[config.mk]
export PLATFORM = sky130hd
export DESIGN_NAME = mem_port_arbiter
export DESIGN_NICKNAME = d
export VERILOG_FILES = /design/src/rtl/mem_port_arbiter_pkg.sv /design/src/rtl/mem_arb_run_cnt.sv /design/src/rtl/mem_port_arbiter.sv
export SDC_FILE = /design/constraint.sdc
export NUM_CORES = 1
export LEC_CHECK = 0
export BUFFER_PORTS_ARGS = -buffer_cell sky130_fd_sc_hd__buf_2
export CAP_MARGIN = 20
export CORE_MARGIN = 2
export CORE_UTILIZATION = 46
export CTS_BUF_LIST = sky130_fd_sc_hd__clkbuf_16
export CTS_CLUSTER_DIAMETER = 150
export CTS_CLUSTER_SIZE = 25
export DETAILED_ROUTE_END_ITERATION = 8
export PLACE_DENSITY = 0.84
export SLEW_MARGIN = 0
export SYNTH_ARGS = -nofsm -noshare
export SYNTH_HDL_FRONTEND = slang
export SYNTH_SLANG_ARGS = --single-unit
[constraint.sdc]
create_clock -name clk -period 1.4 [get_ports clk]
set_input_delay 0.14 -clock clk [delete_from_list [all_inputs] [get_ports clk]]
set_output_delay 0.14 -clock clk [all_outputs]
set_load 0.1 [all_outputs]
[src/rtl/mem_port_arbiter_pkg.sv]
// Shared types for the unified memory port arbiter: FSM state and
// command-owner encodings, plus the access size used for instruction fetch.
package mem_port_arbiter_pkg;

  typedef enum logic [1:0] {
    MARB_IDLE   = 2'b00,
    MARB_BUSY_I = 2'b01,
    MARB_BUSY_D = 2'b10
  } marb_state_t;

  typedef enum logic {
    MARB_OWN_IF = 1'b0,
    MARB_OWN_D  = 1'b1
  } marb_owner_t;

  // Fetches are always full-word reads (LW encoding).
  localparam logic [2:0] MARB_FETCH_FUNCT3 = 3'b010;

  function automatic marb_owner_t marb_owner_of(input marb_state_t s);
    return (s == MARB_BUSY_D) ? MARB_OWN_D : MARB_OWN_IF;
  endfunction

endpackage

[src/rtl/mem_arb_run_cnt.sv]
// Counts consecutive data grants made while a fetch is waiting and raises
// force_if once the run reaches MAX_DATA_RUN, so the next window goes to fetch.
module mem_arb_run_cnt #(
  parameter int MAX_DATA_RUN = 4
) (
  input  logic clk,
  input  logic rst,
  input  logic window,
  input  logic if_req,
  input  logic if_gnt,
  input  logic d_gnt,
  output logic force_if
);

  localparam int CNT_W = $clog2(MAX_DATA_RUN + 1);

  logic [CNT_W-1:0] cnt;

  // Run length only moves at grant windows; a fetch grant or an idle fetch
  // side restarts it. It never passes MAX_DATA_RUN because force_if wins there.
  always_ff @(posedge clk or negedge rst) begin
    if (!rst) begin
      cnt <= '0;
    end else if (window) begin
      if (if_gnt || !if_req) cnt <= '0;
      else if (d_gnt)        cnt <= cnt + CNT_W'(1);
    end
  end

  assign force_if = if_req && (cnt == CNT_W'(MAX_DATA_RUN));

endmodule

[src/rtl/mem_port_arbiter.sv]
// Request/grant arbiter sharing the single-ported unified memory between
// instruction fetch and data access. Data wins collisions; one command is in
// flight at a time and a new grant may be issued in the ack cycle.
// Optional feature: define MEM_ARB_FAIRNESS_EN to bound how many data grants
// in a row may pass a waiting fetch (MAX_DATA_RUN).
module mem_port_arbiter
  import mem_port_arbiter_pkg::*;
#(
  parameter int ADDR_W       = 32,
  parameter int DATA_W       = 32,
  parameter int MAX_DATA_RUN = 4
) (
  input  logic              clk,
  input  logic              rst,
  input  logic              if_req,
  input  logic [ADDR_W-1:0] if_addr,
  output logic              if_gnt,
  output logic              if_rvalid,
  output logic [DATA_W-1:0] if_rdata,
  input  logic              d_req,
  input  logic              d_we,
  input  logic [2:0]        d_funct3,
  input  logic [ADDR_W-1:0] d_addr,
  input  logic [DATA_W-1:0] d_wdata,
  output logic              d_gnt,
  output logic              d_rvalid,
  output logic [DATA_W-1:0] d_rdata,
  output logic              mem_req,
  output logic              mem_we,
  output logic [2:0]        mem_funct3,
  output logic [ADDR_W-1:0] mem_addr,
  output logic [DATA_W-1:0] mem_wdata,
  input  logic              mem_ack,
  input  logic [DATA_W-1:0] mem_rdata,
  output logic              busy
);

  marb_state_t       state, state_nxt;
  logic              window;
  logic              force_if;
  logic              cmd_we;
  logic [2:0]        cmd_funct3;
  logic [ADDR_W-1:0] cmd_addr;
  logic [DATA_W-1:0] cmd_wdata;

  // mem_ack only means something while a command is outstanding.
  assign window = (state == MARB_IDLE) || mem_ack;

`ifdef MEM_ARB_FAIRNESS_EN
  mem_arb_run_cnt #(
    .MAX_DATA_RUN(MAX_DATA_RUN)
  ) u_run_cnt (
    .clk      (clk),
    .rst      (rst),
    .window   (window),
    .if_req   (if_req),
    .if_gnt   (if_gnt),
    .d_gnt    (d_gnt),
    .force_if (force_if)
  );
`else
  localparam int unused_max_data_run = MAX_DATA_RUN;
  assign force_if = 1'b0;
`endif

  // State register; reset discards any in-flight command.
  always_ff @(posedge clk or negedge rst) begin
    if (!rst) state <= MARB_IDLE;
    else      state <= state_nxt;
  end

  // Grant decision and next state; data first unless fairness forces a fetch.
  always_comb begin
    d_gnt     = 1'b0;
    if_gnt    = 1'b0;
    state_nxt = state;
    if (window) begin
      state_nxt = MARB_IDLE;
      if (d_req && !force_if) begin
        d_gnt     = 1'b1;
        state_nxt = MARB_BUSY_D;
      end else if (if_req) begin
        if_gnt    = 1'b1;
        state_nxt = MARB_BUSY_I;
      end
    end
  end

  // Command register captures the granted requester's fields.
  always_ff @(posedge clk or negedge rst) begin
    if (!rst) begin
      cmd_we     <= 1'b0;
      cmd_funct3 <= '0;
      cmd_addr   <= '0;
      cmd_wdata  <= '0;
    end else if (d_gnt) begin
      cmd_we     <= d_we;
      cmd_funct3 <= d_funct3;
      cmd_addr   <= d_addr;
      cmd_wdata  <= d_wdata;
    end else if (if_gnt) begin
      cmd_we     <= 1'b0;
      cmd_funct3 <= MARB_FETCH_FUNCT3;
      cmd_addr   <= if_addr;
      cmd_wdata  <= '0;
    end
  end

  // Response register: one-cycle rvalid to the command's owner after mem_ack.
  always_ff @(posedge clk or negedge rst) begin
    if (!rst) begin
      if_rvalid <= 1'b0;
      d_rvalid  <= 1'b0;
      if_rdata  <= '0;
      d_rdata   <= '0;
    end else begin
      if_rvalid <= 1'b0;
      d_rvalid  <= 1'b0;
      if ((state != MARB_IDLE) && mem_ack) begin
        if (marb_owner_of(state) == MARB_OWN_D) begin
          d_rvalid <= 1'b1;
          d_rdata  <= cmd_we ? '0 : mem_rdata;
        end else begin
          if_rvalid <= 1'b1;
          if_rdata  <= mem_rdata;
        end
      end
    end
  end

  assign busy       = (state != MARB_IDLE);
  assign mem_req    = busy;
  assign mem_we     = cmd_we;
  assign mem_funct3 = cmd_funct3;
  assign mem_addr   = cmd_addr;
  assign mem_wdata  = cmd_wdata;

endmodule

# After elaboration in Yosys (flattened, before gate mapping)
# Cells that the tools add are included.
dict set report classes {
  multipliers 0
  shifts 0
  addsub 0
  bitwise 1
  eq_ne 1
  n_mux 21
  div_mod_pow 0
  reduce_logical 7
  order_cmp 0
}
# operator count
set ops {}
lappend ops {{32-bit two-way mux} 5}
lappend ops {{1-bit two-way mux} 13}
lappend ops {{3-bit two-way mux} 2}
lappend ops {{2-bit AND reduction} 2}
lappend ops {{2-bit nonzero test} 2}
lappend ops {{2-bit equality test, second input constant} 1}
lappend ops {{2-bit zero test} 1}
lappend ops {{2-bit two-way mux} 1}
lappend ops {{1-bit logical AND} 1}
lappend ops {{1-bit logical OR} 1}
lappend ops {{1-bit NOT} 1}
dict set report word_totals {
  input_bits 137
  regBits 136
  elab_cells 39
  romBits 0
  out_inout_bits 138
  latch_bits 0
  memories 0
  ramBits 0
}

# Longest topological paths before layout
# Gate-level depths: netlist (run 1).
dict set report logic_depth {
  word_depth 5
  depth_mapped 6
  depth_no_buf 4
}

# Worst setup path after synthesis (run 1)
# OpenSTA, ideal clock, no wires.
dict set report synth_path {
  path_type {register to output}
  from {register state[1]}
  to {output if_gnt}
  t_required_ns 1.260
  n_path_buf 2
  path_stages_with_launch 5
  arrival_time_ns 1.681
  path_slack_ns -0.421
  cell_sequence {dfrtp_1 -> o21bai_4 -> buf_6 -> buf_2 -> and2_1}
}
dict set report synth_via {
  elab_chain_cells 3
}
# element line_no
set synth_rtl {}
lappend synth_rtl {{from (decl)} mem_port_arbiter.sv:38} ;# marb_state_t state, state_nxt;
lappend synth_rtl {{from (signal assigned)} mem_port_arbiter.sv:69} ;# else state <= state_nxt;
lappend synth_rtl {{2-bit zero test} mem_port_arbiter.sv:47} ;# assign window = (state == MARB_IDLE) || mem_ack;
lappend synth_rtl {{1-bit logical OR} mem_port_arbiter.sv:47}
lappend synth_rtl {{1-bit two-way mux} mem_port_arbiter.sv:77} ;# if (window) begin
lappend synth_rtl {{to (decl)} mem_port_arbiter.sv:17} ;# output logic if_gnt,
# Every way passes these cells.

# Worst setup path after layout (run 1)
dict set report layout_path {
  from {register state[0]}
  to {output d_gnt}
}
dict set report layout_via {
  elab_chain_cells 3
}
# element line_no
set layout_rtl {}
lappend layout_rtl {{2-bit zero test} mem_port_arbiter.sv:47}
lappend layout_rtl {{1-bit logical OR} mem_port_arbiter.sv:47}
lappend layout_rtl {{1-bit two-way mux} mem_port_arbiter.sv:77}
lappend layout_rtl {{to (decl)} mem_port_arbiter.sv:25} ;# output logic d_gnt,
# Every way passes these cells.

==> results of run 1 <==
-- logic make-up after synthesis --
| family | synth area share [%] |
|---|---|
| mux | 6.46 |
| flops | 61.0 |
| buf+inv | 5.11 |
| compound gates | 12.3 |
| simple gates | 15.1 |
-- cell usage in the layout, fill, tap and decap left out, drive strengths merged, types with 2 or more instances in the layout --
cell type and n:
a22o 35, buf 290, bufinv 2, clkbuf 47
clkinv 7, dfrtp 136, dlygate4sd3 134, inv 11
mux2 32, nand2 35, nand2b 32, nand3 96
o21ai 68, o21ba 4
-- area by class of cell --
| cell class | count | area share (%) |
|---|---|---|
| clock inverters | 14 | 1.19 |
| well taps | 147 | 1.83 |
| flip-flops and latches | 136 | 33.8 |
| repair buffers | 454 | 35.5 |
| multi-input cells | 308 | 23.0 |
| repair inverters | 1 | 0.0869 |
| inverters | 6 | 0.348 |
| clock buffers | 17 | 4.22 |
-- state kept, by name, summed over array words and instances, names as in the netlist --
name,flops
mem_wdata,32
d_rdata,32
if_rdata,32
mem_funct3,3
if_rvalid,1
d_rvalid,1
mem_addr,32
mem_we,1
state,2
-- worst register-to-register path: stages, from the launching register on --
cell	delay, ns
dfrtp_2	0.42
o21bai_4	0.21
buf_6	0.14
nand2_4	0.07
inv_8	0.08
buf_4	0.11
buf_8	0.13
buf_12	0.14
a22o_1	0.21
-- stage by stage --
stage	hold WS (ns)	power, mW	utilization (%)	setup slack, ns	cells
after floorplan	-0.156	11.8	-	0.00513	488
after global placement	-0.00659	13.3	60.2	-0.0200	883
after detailed placement	-0.00256	13.4	60.2	-0.0485	883
after CTS	0.0464	18.0	77.4	-0.268	1060
after global routing	0.137	19.5	84.6	-0.290	1083
final	0.139	19.1	84.6	-0.235	1083
-- what timing repair did --
| action | CTS | global route |
|---|---|---|
| hold buffers | 134 | 0 |
| gates resized for setup | 13 | 179 |
| setup endpoints to repair | 8 | 119 |
| hold endpoints to repair | 260 | 0 |
| pin swaps | 2 | 25 |
| cloned | 3 | 17 |
| setup buffers | 9 | 7 |
-- per-layer routing --
metal,track usage (%),up-vias,wire [um]
li1,-,2603,-
met1,37.8,3163,9250
met2,57.0,563,13200
met3,9.21,174,2720
met4,18.0,0,1830
met5,0,-,0
-- worst paths after layout --
kind | slack [ns] | to
max | -0.24 | d_gnt
min | 0.14 | d_rdata[3]
max reg2reg | -0.18 | mem_wdata[18]
min reg2reg | 0.48 | d_rdata[12]
max in group asynchronous | 0.65 | d_rdata[0]
min in group clk | 0.24 | state[0]
-- where the power goes --
group          total (mW)  internal, mW  switching [mW]
clock network        4.29          2.56            1.73
registers            5.29          4.70           0.591
logic                9.50          2.06            7.45
==> results.md, run 1 <==
Critical path
• **largest delay contributor family on the critical path** flip-flops
• **CP endpoint kind** primary output
• **critical path depth in cells** 5
• **category of the most critical setup path** reg2out
• **slowest stage cell, crit path** dfrtp_2
• **worst stage delay on the critical path** 0.42 ns
• **combined buffer and inverter count along the critical path** 3
• **Worst Setup SP** state[0]
• **crit path max fanout** 3
• **CP Data Required Time** 1.26 ns
• **Arrival @ worst endpoint** 1.50 ns
• **CP startpoint kind** register
• **chain of cells forming the critical path** o21bai_4 -> buf_6 -> nand2_4 -> inv_8 -> buf_12
• **origin of the critical flop-to-flop path** state[0]
• **r2r worst-path depth** 8

Synth
• **number of warnings printed during yosys synthesis** 0
• **most common cell in the netlist** dfrtp_1
• **register area share after synthesis** 61.0%
• **dominant cell type by area after synthesis** dfrtp_1
• **share of flip-flops with an asynchronous set or reset after synthesis** 100%
• **most used flip-flop cell after synthesis** dfrtp_1
• **post-synth top area share** 61.0%
• **synthesized instance count** 488
• **number of synthesized register bits** 136
• **count of flip-flops with a built-in enable after synthesis** 0
• **average size of a mapped cell** 11.4 um^2
• **number of nets produced by synthesis** 625
• **synthesized area** 5580 um^2
• **Area contributors post-synth** dfrtp_1 61%, nand3_1 8.6%, mux2_2 6.5%, o21ai_0 6.0%, a22o_1 5.5%
• **Netlist cell types** 24
• **most frequent cells after synthesis** 136 x dfrtp_1, 96 x nand3_1, 67 x o21ai_0

STA
• **fin crit period** 1.64 ns
• **Fin. Hold Viols** 0
• **Slew HR** 64.4%
• **post-route fraction of the period consumed by the critical path** 117%
• **Worst Tran Pin Value** 0.537 ns
• **final-layout setup total negative slack** -8.74 ns
• **skew final** 0.0121 ns
• **count of pins over their slew limit** 0
• **achievable frequency** 612 MHz
• **number of failing setup endpoints in the final timing report** 118
• **unrepaired setup endpoints after global routing** yes
• **PnR worst setup slack** -0.235 ns

Global route
• **sum of overflow across all layers after global routing** 0
• **Tot GR Track Use** 33.3%
• **maximum number of pins on one net before global-route repair** 66
• **global-route wire length before repair** 32,900 um
• **vias in the first global route** 6,151
• **antenna violations before repair** 0

Status
• **failing checks** negative setup slack
• **outcome** finished with violations

Power
• **leakage component of the power** 5.10 nW
• **power density cells** 1890 nW/um^2
• **worst vdd ir** 892 uV

CTS
• **CTS tree** built
• **number of H-tree levels** 4
• **number of buffers added by the clock tree synthesis step** 17
• **Clock Path Buffers** 2
• **Root Driver** clkbuf_16
• **clock insertion delay at the later pin of the skew report** 0.42 ns
• **number of clock sinks** 136
• **clock slew at reported path FFs** 0.06 ns

Routing
• **vias per inst** 6.00
• **drt initial violations** 692
• **wire length reported by the detailed router** 27,000 um
• **antenna-violating nets left** 0
• **average routed wire per standard cell** 24.9 um
• **number of search-and-repair iterations in the first detailed-routing pass** 5
• **post-route DRC violation count** 0
• **number of vias after detailed routing** 6,503

Finish
• **area used by multi-input combinational logic** 2320 um^2
• **n_diodes** 0
• **fillcell total** 567
• **post-route standard cell area excluding fillers** 10,100 um^2
• **share of layout cells above drive strength 1** 48.0%
• **total area of sequential cells** 3410 um^2
• **area added between synthesis and finish** 80.6%
• **Total Nets Final** 1,061

Die
• **number of rows created at floorplan** 40
• **area of the placeable core** 11,900 um^2
• **Die Outline Area** 13,000 um^2
• **vertical extent of the die** 114 um
• **starting density of the core** 46.8%
• **die width** 114 um
• **io pins** 275

Min path
• **worst min-delay path category** in2async

Placement
• **weighted congestion at the end of routability-driven global placement** 0.784
• **DP HPWL** 10,900 um
• **Area after DPL** 7170 um^2
• **count of buffers from port buffering** 274

Flow run
• **max capacitance violation total** 0

Power figures use the tool's default switching activity.
==> inputs of run 2 (changes only) <==
Settings changed: CORE_UTILIZATION 46 to 50, PLACE_DENSITY 0.84 to 0.9.
Clock period 1.4 ns to 1.9 ns, I/O delays scaled along.
==> run 2 against run 1 <==
Against the previous run: the run now ends clean; clock skew down 0.0044 ns; routed wire length shrank 37%; sequential power decreased by 29%; non-clock buffer count shrank 151; register-to-register slack gained 0.50 ns; via count decreased by 21%.
==> results.md, run 2 (same netlist as run 1, synthesis figures left out) <==
Routing
• **vias per inst** 5.54
• **post-route DRC violation count** 0
• **antenna-violating nets left** 0
• **number of search-and-repair iterations in the first detailed-routing pass** 5
• **number of vias after detailed routing** 5,117
• **average routed wire per standard cell** 18.3 um
• **drt initial violations** 448
• **wire length reported by the detailed router** 16,900 um

Global route
• **sum of overflow across all layers after global routing** 0
• **global-route wire length before repair** 25,300 um
• **antenna violations before repair** 1
• **Tot GR Track Use** 28.0%
• **vias in the first global route** 5,013
• **maximum number of pins on one net before global-route repair** 68

Placement
• **Area after DPL** 7030 um^2
• **count of buffers from port buffering** 274
• **DP HPWL** 10,900 um
• **placement-stage worst setup slack** 0.350 ns
• **weighted congestion at the end of routability-driven global placement** 0.925

Power
• **worst vdd ir** 1080 uV
• **power density cells** 1700 nW/um^2
• **leakage component of the power** 4.07 nW

STA
• **number of failing setup endpoints in the final timing report** 0
• **unrepaired setup endpoints after global routing** no
• **Slew HR** 59.4%
• **PnR worst setup slack** 0.128 ns
• **final-layout setup total negative slack** 0 ns
• **skew final** 0.00770 ns
• **post-route fraction of the period consumed by the critical path** 93.3%
• **count of pins over their slew limit** 0
• **achievable frequency** 564 MHz
• **fin crit period** 1.77 ns
• **Worst Tran Pin Value** 0.608 ns
• **Fin. Hold Viols** 0

CTS
• **clock slew at reported path FFs** 0.06 ns
• **Clock Path Buffers** 2
• **CTS tree** built
• **number of H-tree levels** 4
• **Root Driver** clkbuf_16
• **number of clock sinks** 136
• **total setup buffers inserted after CTS** 0
• **number of buffers added by the clock tree synthesis step** 17
• **clock insertion delay at the later pin of the skew report** 0.41 ns

Min path
• **worst min-delay path category** in2reg
• **origin of the worst min-delay path** d_wdata[28]
• **cell depth of the worst min-delay path** 2

Finish
• **Total Nets Final** 906
• **area added between synthesis and finish** 41.0%
• **commonest non-fill, non-tap cells in the layout** 271 x buf_2, 136 x dfrtp_1, 96 x nand3_1
• **fillcell total** 714
• **share of layout cells above drive strength 1** 44.9%
• **post-route standard cell area excluding fillers** 7860 um^2
• **final core occ** 72.5%
• **most common cell after layout, fill and taps aside** buf_2

Die
• **io pins** 275
• **vertical extent of the die** 110 um
• **die width** 110 um
• **Die Outline Area** 12,000 um^2
• **number of rows created at floorplan** 38
• **area of the placeable core** 10,800 um^2
• **starting density of the core** 51.5%

Flow run
• **max capacitance violation total** 0

Critical path
• **crit path max fanout** 36
• **CP startpoint kind** register
• **origin of the critical flop-to-flop path** state[1]
• **category of the most critical setup path** reg2out
• **Worst Setup SP** state[1]
• **CP endpoint kind** primary output
• **r2r worst-path depth** 4
• **Arrival @ worst endpoint** 1.58 ns
• **CP Data Required Time** 1.71 ns

Status
• **outcome** complete, no violations

run 2: changes by cell type in the layout (fill, tap and decap cells not counted), sizes merged, moves of 3 or more:
cell         before  now
dlygate4sd3     134   19
bufinv            2    5
o21ba             4    1
buf             290  284
inv              11    7
clkbuf           47   17
run 2: layout make-up:
cell class                 count  area (um^2)  share of cell area [%]
multi-input combinational    305         1890                    24.1
inverter                       6         35.0                   0.446
antenna                        1         2.50                  0.0318
tap                          140          175                    2.23
timing repair buffer         303         1720                    21.9
clock inverter                15          208                    2.64
clock buffer                  17          425                    5.41
sequential                   136         3400                    43.3
run 2: power by group:
group / internal, mW / switching [mW] / total, mW
clock network: 2.31 / 1.23 / 3.54
registers: 3.46 / 0.321 / 3.78
logic: 0.933 / 5.10 / 6.03
total: 6.70 / 6.65 / 13.4
run 2: what timing repair did:
action	CTS	global route
hold buffers	18	1
pin swaps	0	0
endpoints found under the setup margin	1	1
gates resized for setup	1	2
endpoints found under the hold margin	153	1
cloned	0	0
run 2: layer usage:
| metal | global-route usage, % | vias to the layer above | wire length (um) |
|---|---|---|---|
| li1 | - | 2287 | - |
| met1 | 32.7 | 2498 | 6230 |
| met2 | 46.6 | 290 | 8620 |
| met3 | 8.83 | 42 | 1500 |
| met4 | 13.8 | 0 | 572 |
| met5 | 0 | - | 0 |
run 2: final timing paths:
kind                       slack, ns             to
setup reg to reg                0.32   mem_addr[14]
hold reg to reg                 0.47     d_rdata[6]
setup / recovery                0.13          d_gnt
min in group asynchronous       0.14   if_rdata[16]
max in group asynchronous       1.20     d_rdata[9]
hold / removal                  0.02  mem_wdata[28]
run 2: worst max-delay path, stage by stage, from the launching register on:
cell and delay, ns:
dfrtp_1 0.44, o21bai_4 0.21, nand2_2 0.15, clkinv_8 0.18, buf_12 0.20
run 2: through the flow:
| stage | std cells | power (mW) | hold slack (ns) |
|---|---|---|---|
| floorplan | 488 | 8.70 | -0.106 |
| global placement | 871 | 9.67 | -0.00964 |
| detailed placement | 871 | 9.79 | -0.00828 |
| CTS | 921 | 13.4 | 0.00118 |
| global route | 923 | 13.8 | 0.000270 |
| finish | 923 | 13.4 | 0.0159 |
==> inputs of run 3 (changes only) <==
Settings changed: PLACE_DENSITY 0.9 to 0.86.
==> run 3 against run 2 <==
Against the previous run: die area is the same; count of clock-buffer cells in the layout is the same; fmax shrank 2.7%; setup slack lost 0.049 ns; final area shrank 1.3%.
==> results.md, run 3 (same netlist as run 1, synthesis figures left out) <==
Status
• **outcome** complete, no violations

Global route
• **antenna violations before repair** 0
• **sum of overflow across all layers after global routing** 0
• **vias in the first global route** 4,882
• **maximum number of pins on one net before global-route repair** 66
• **global-route wire length before repair** 24,200 um
• **Tot GR Track Use** 26.5%

STA
• **Slew HR** 59.9%
• **unrepaired setup endpoints after global routing** no
• **number of failing setup endpoints in the final timing report** 0
• **count of pins over their slew limit** 0
• **achievable frequency** 549 MHz
• **post-route fraction of the period consumed by the critical path** 95.8%
• **Fin. Hold Viols** 0
• **skew final** 0.0102 ns
• **Worst Tran Pin Value** 0.601 ns
• **final-layout setup total negative slack** 0 ns
• **fin crit period** 1.82 ns

Placement
• **DP HPWL** 11,000 um
• **Area after DPL** 7040 um^2
• **count of buffers from port buffering** 274
• **weighted congestion at the end of routability-driven global placement** 0.831

Min path
• **cell depth of the worst min-delay path** 3
• **Worst Hold End** mem_addr[0]
• **worst min-delay path category** in2reg
• **origin of the worst min-delay path** d_addr[0]

Critical path
• **CP Data Required Time** 1.71 ns
• **Worst R2R Setup Slack** 0.36 ns
• **r2r worst-path depth** 4
• **slowest stage cell, crit path** buf_2
• **category of the most critical setup path** reg2out
• **combined buffer and inverter count along the critical path** 2
• **worst r2r dst** mem_addr[9]
• **CP endpoint kind** primary output
• **CP startpoint kind** register
• **largest delay contributor family on the critical path** buffers and inverters
• **Worst Setup SP** state[0]
• **chain of cells forming the critical path** inv_1 -> nand2_1 -> buf_2
• **worst stage delay on the critical path** 0.48 ns
• **crit path max fanout** 5
• **Arrival @ worst endpoint** 1.63 ns
• **origin of the critical flop-to-flop path** state[0]

Die
• **number of rows created at floorplan** 38
• **area of the placeable core** 10,800 um^2
• **io pins** 275
• **die width** 110 um
• **vertical extent of the die** 110 um
• **starting density of the core** 51.5%
• **Die Outline Area** 12,000 um^2

Routing
• **average routed wire per standard cell** 17.3 um
• **number of search-and-repair iterations in the first detailed-routing pass** 5
• **antenna-violating nets left** 0
• **drt initial violations** 300
• **wire length reported by the detailed router** 15,900 um
• **number of vias after detailed routing** 4,986
• **post-route DRC violation count** 0
• **vias per inst** 5.44

Finish
• **area added between synthesis and finish** 39.1%
• **post-route standard cell area excluding fillers** 7760 um^2
• **n_diodes** 0
• **commonest non-fill, non-tap cells in the layout** 271 x buf_2, 136 x dfrtp_1, 96 x nand3_1
• **Total Nets Final** 902
• **share of layout cells above drive strength 1** 45.2%
• **most common cell after layout, fill and taps aside** buf_2

CTS
• **Root Driver** clkbuf_16
• **number of clock sinks** 136
• **clock insertion delay at the later pin of the skew report** 0.41 ns
• **number of buffers added by the clock tree synthesis step** 17
• **Clock Path Buffers** 2
• **CTS tree** built
• **total setup buffers inserted after CTS** 0
• **number of H-tree levels** 4
• **clock slew at reported path FFs** 0.06 ns

Power
• **power density cells** 1680 nW/um^2
• **worst vdd ir** 1400 uV
• **leakage component of the power** 4.03 nW

Flow run
• **max capacitance violation total** 0

[run 3: changes by cell type in the layout (fill, tap and decap cells not counted), sizes merged]
cell         before  now
buf             284  285
bufinv            5    3
inv               7    9
diode             1    0
clkinv            7    6
clkinvlp          2    1
dlygate4sd3      19   14
[run 3: repair_timing]
item | in CTS | in global routing
endpoints found under the setup margin | 0 | 1
hold buffers | 14 | 0
endpoints found under the hold margin | 79 | 0
resized for setup | 0 | 2
[run 3: power breakdown]
part	switching [mW]	internal, mW	leakage, nW
combinational	5.08	0.927	2.07
sequential	0.295	3.46	1.68
clock	1.23	2.04	0.282
[run 3: final cells by class]
cell class	count	area, um^2
clock buffer	17	425
fill	751	3080
sequential	136	3400
tap	140	175
clock inverter	13	154
timing repair buffer	299	1680
inverter	6	30.0
multi-input combinational	305	1890
[run 3: metrics by stage]
stage	hold WS (ns)	utilization, %	setup WS, ns	cells	power (mW)
after floorplan	-0.106	-	0.0291	488	8.70
after detailed placement	0.0952	64.9	0.414	872	9.77
after global routing	0.00544	71.6	0.0264	916	13.5
final	0.0109	71.6	0.0790	916	13.0
after global placement	0.0910	64.9	0.482	872	9.68
after CTS	0.00139	71.5	0.00469	916	13.1
[run 3: worst max path at each step]
| stage | end | slack [ns] | cells past startpoint |
|---|---|---|---|
| after floorplan | if_gnt | 0.03 | 4 |
| after global placement | mem_addr[30] | 0.48 | 4 |
| after detailed placement | mem_addr[9] | 0.41 | 4 |
| after CTS | d_gnt | 0.005 | 4 |
| after global routing | mem_req | 0.03 | 3 |
| final | busy | 0.08 | 3 |
[run 3: routing by layer]
metal	vias up	share of wire, %	global-route usage (%)
li1	2272	-	-
met1	2416	38	31.4
met2	269	50	44.3
met3	29	9.8	8.65
met4	0	2.4	11.3
met5	-	0	0
[run 3: tightest hold or removal path, delay by kind of cell]
family | cells | cell delay [ns]
buf+inv | 1 | 0.07
simple gates | 2 | 0.12
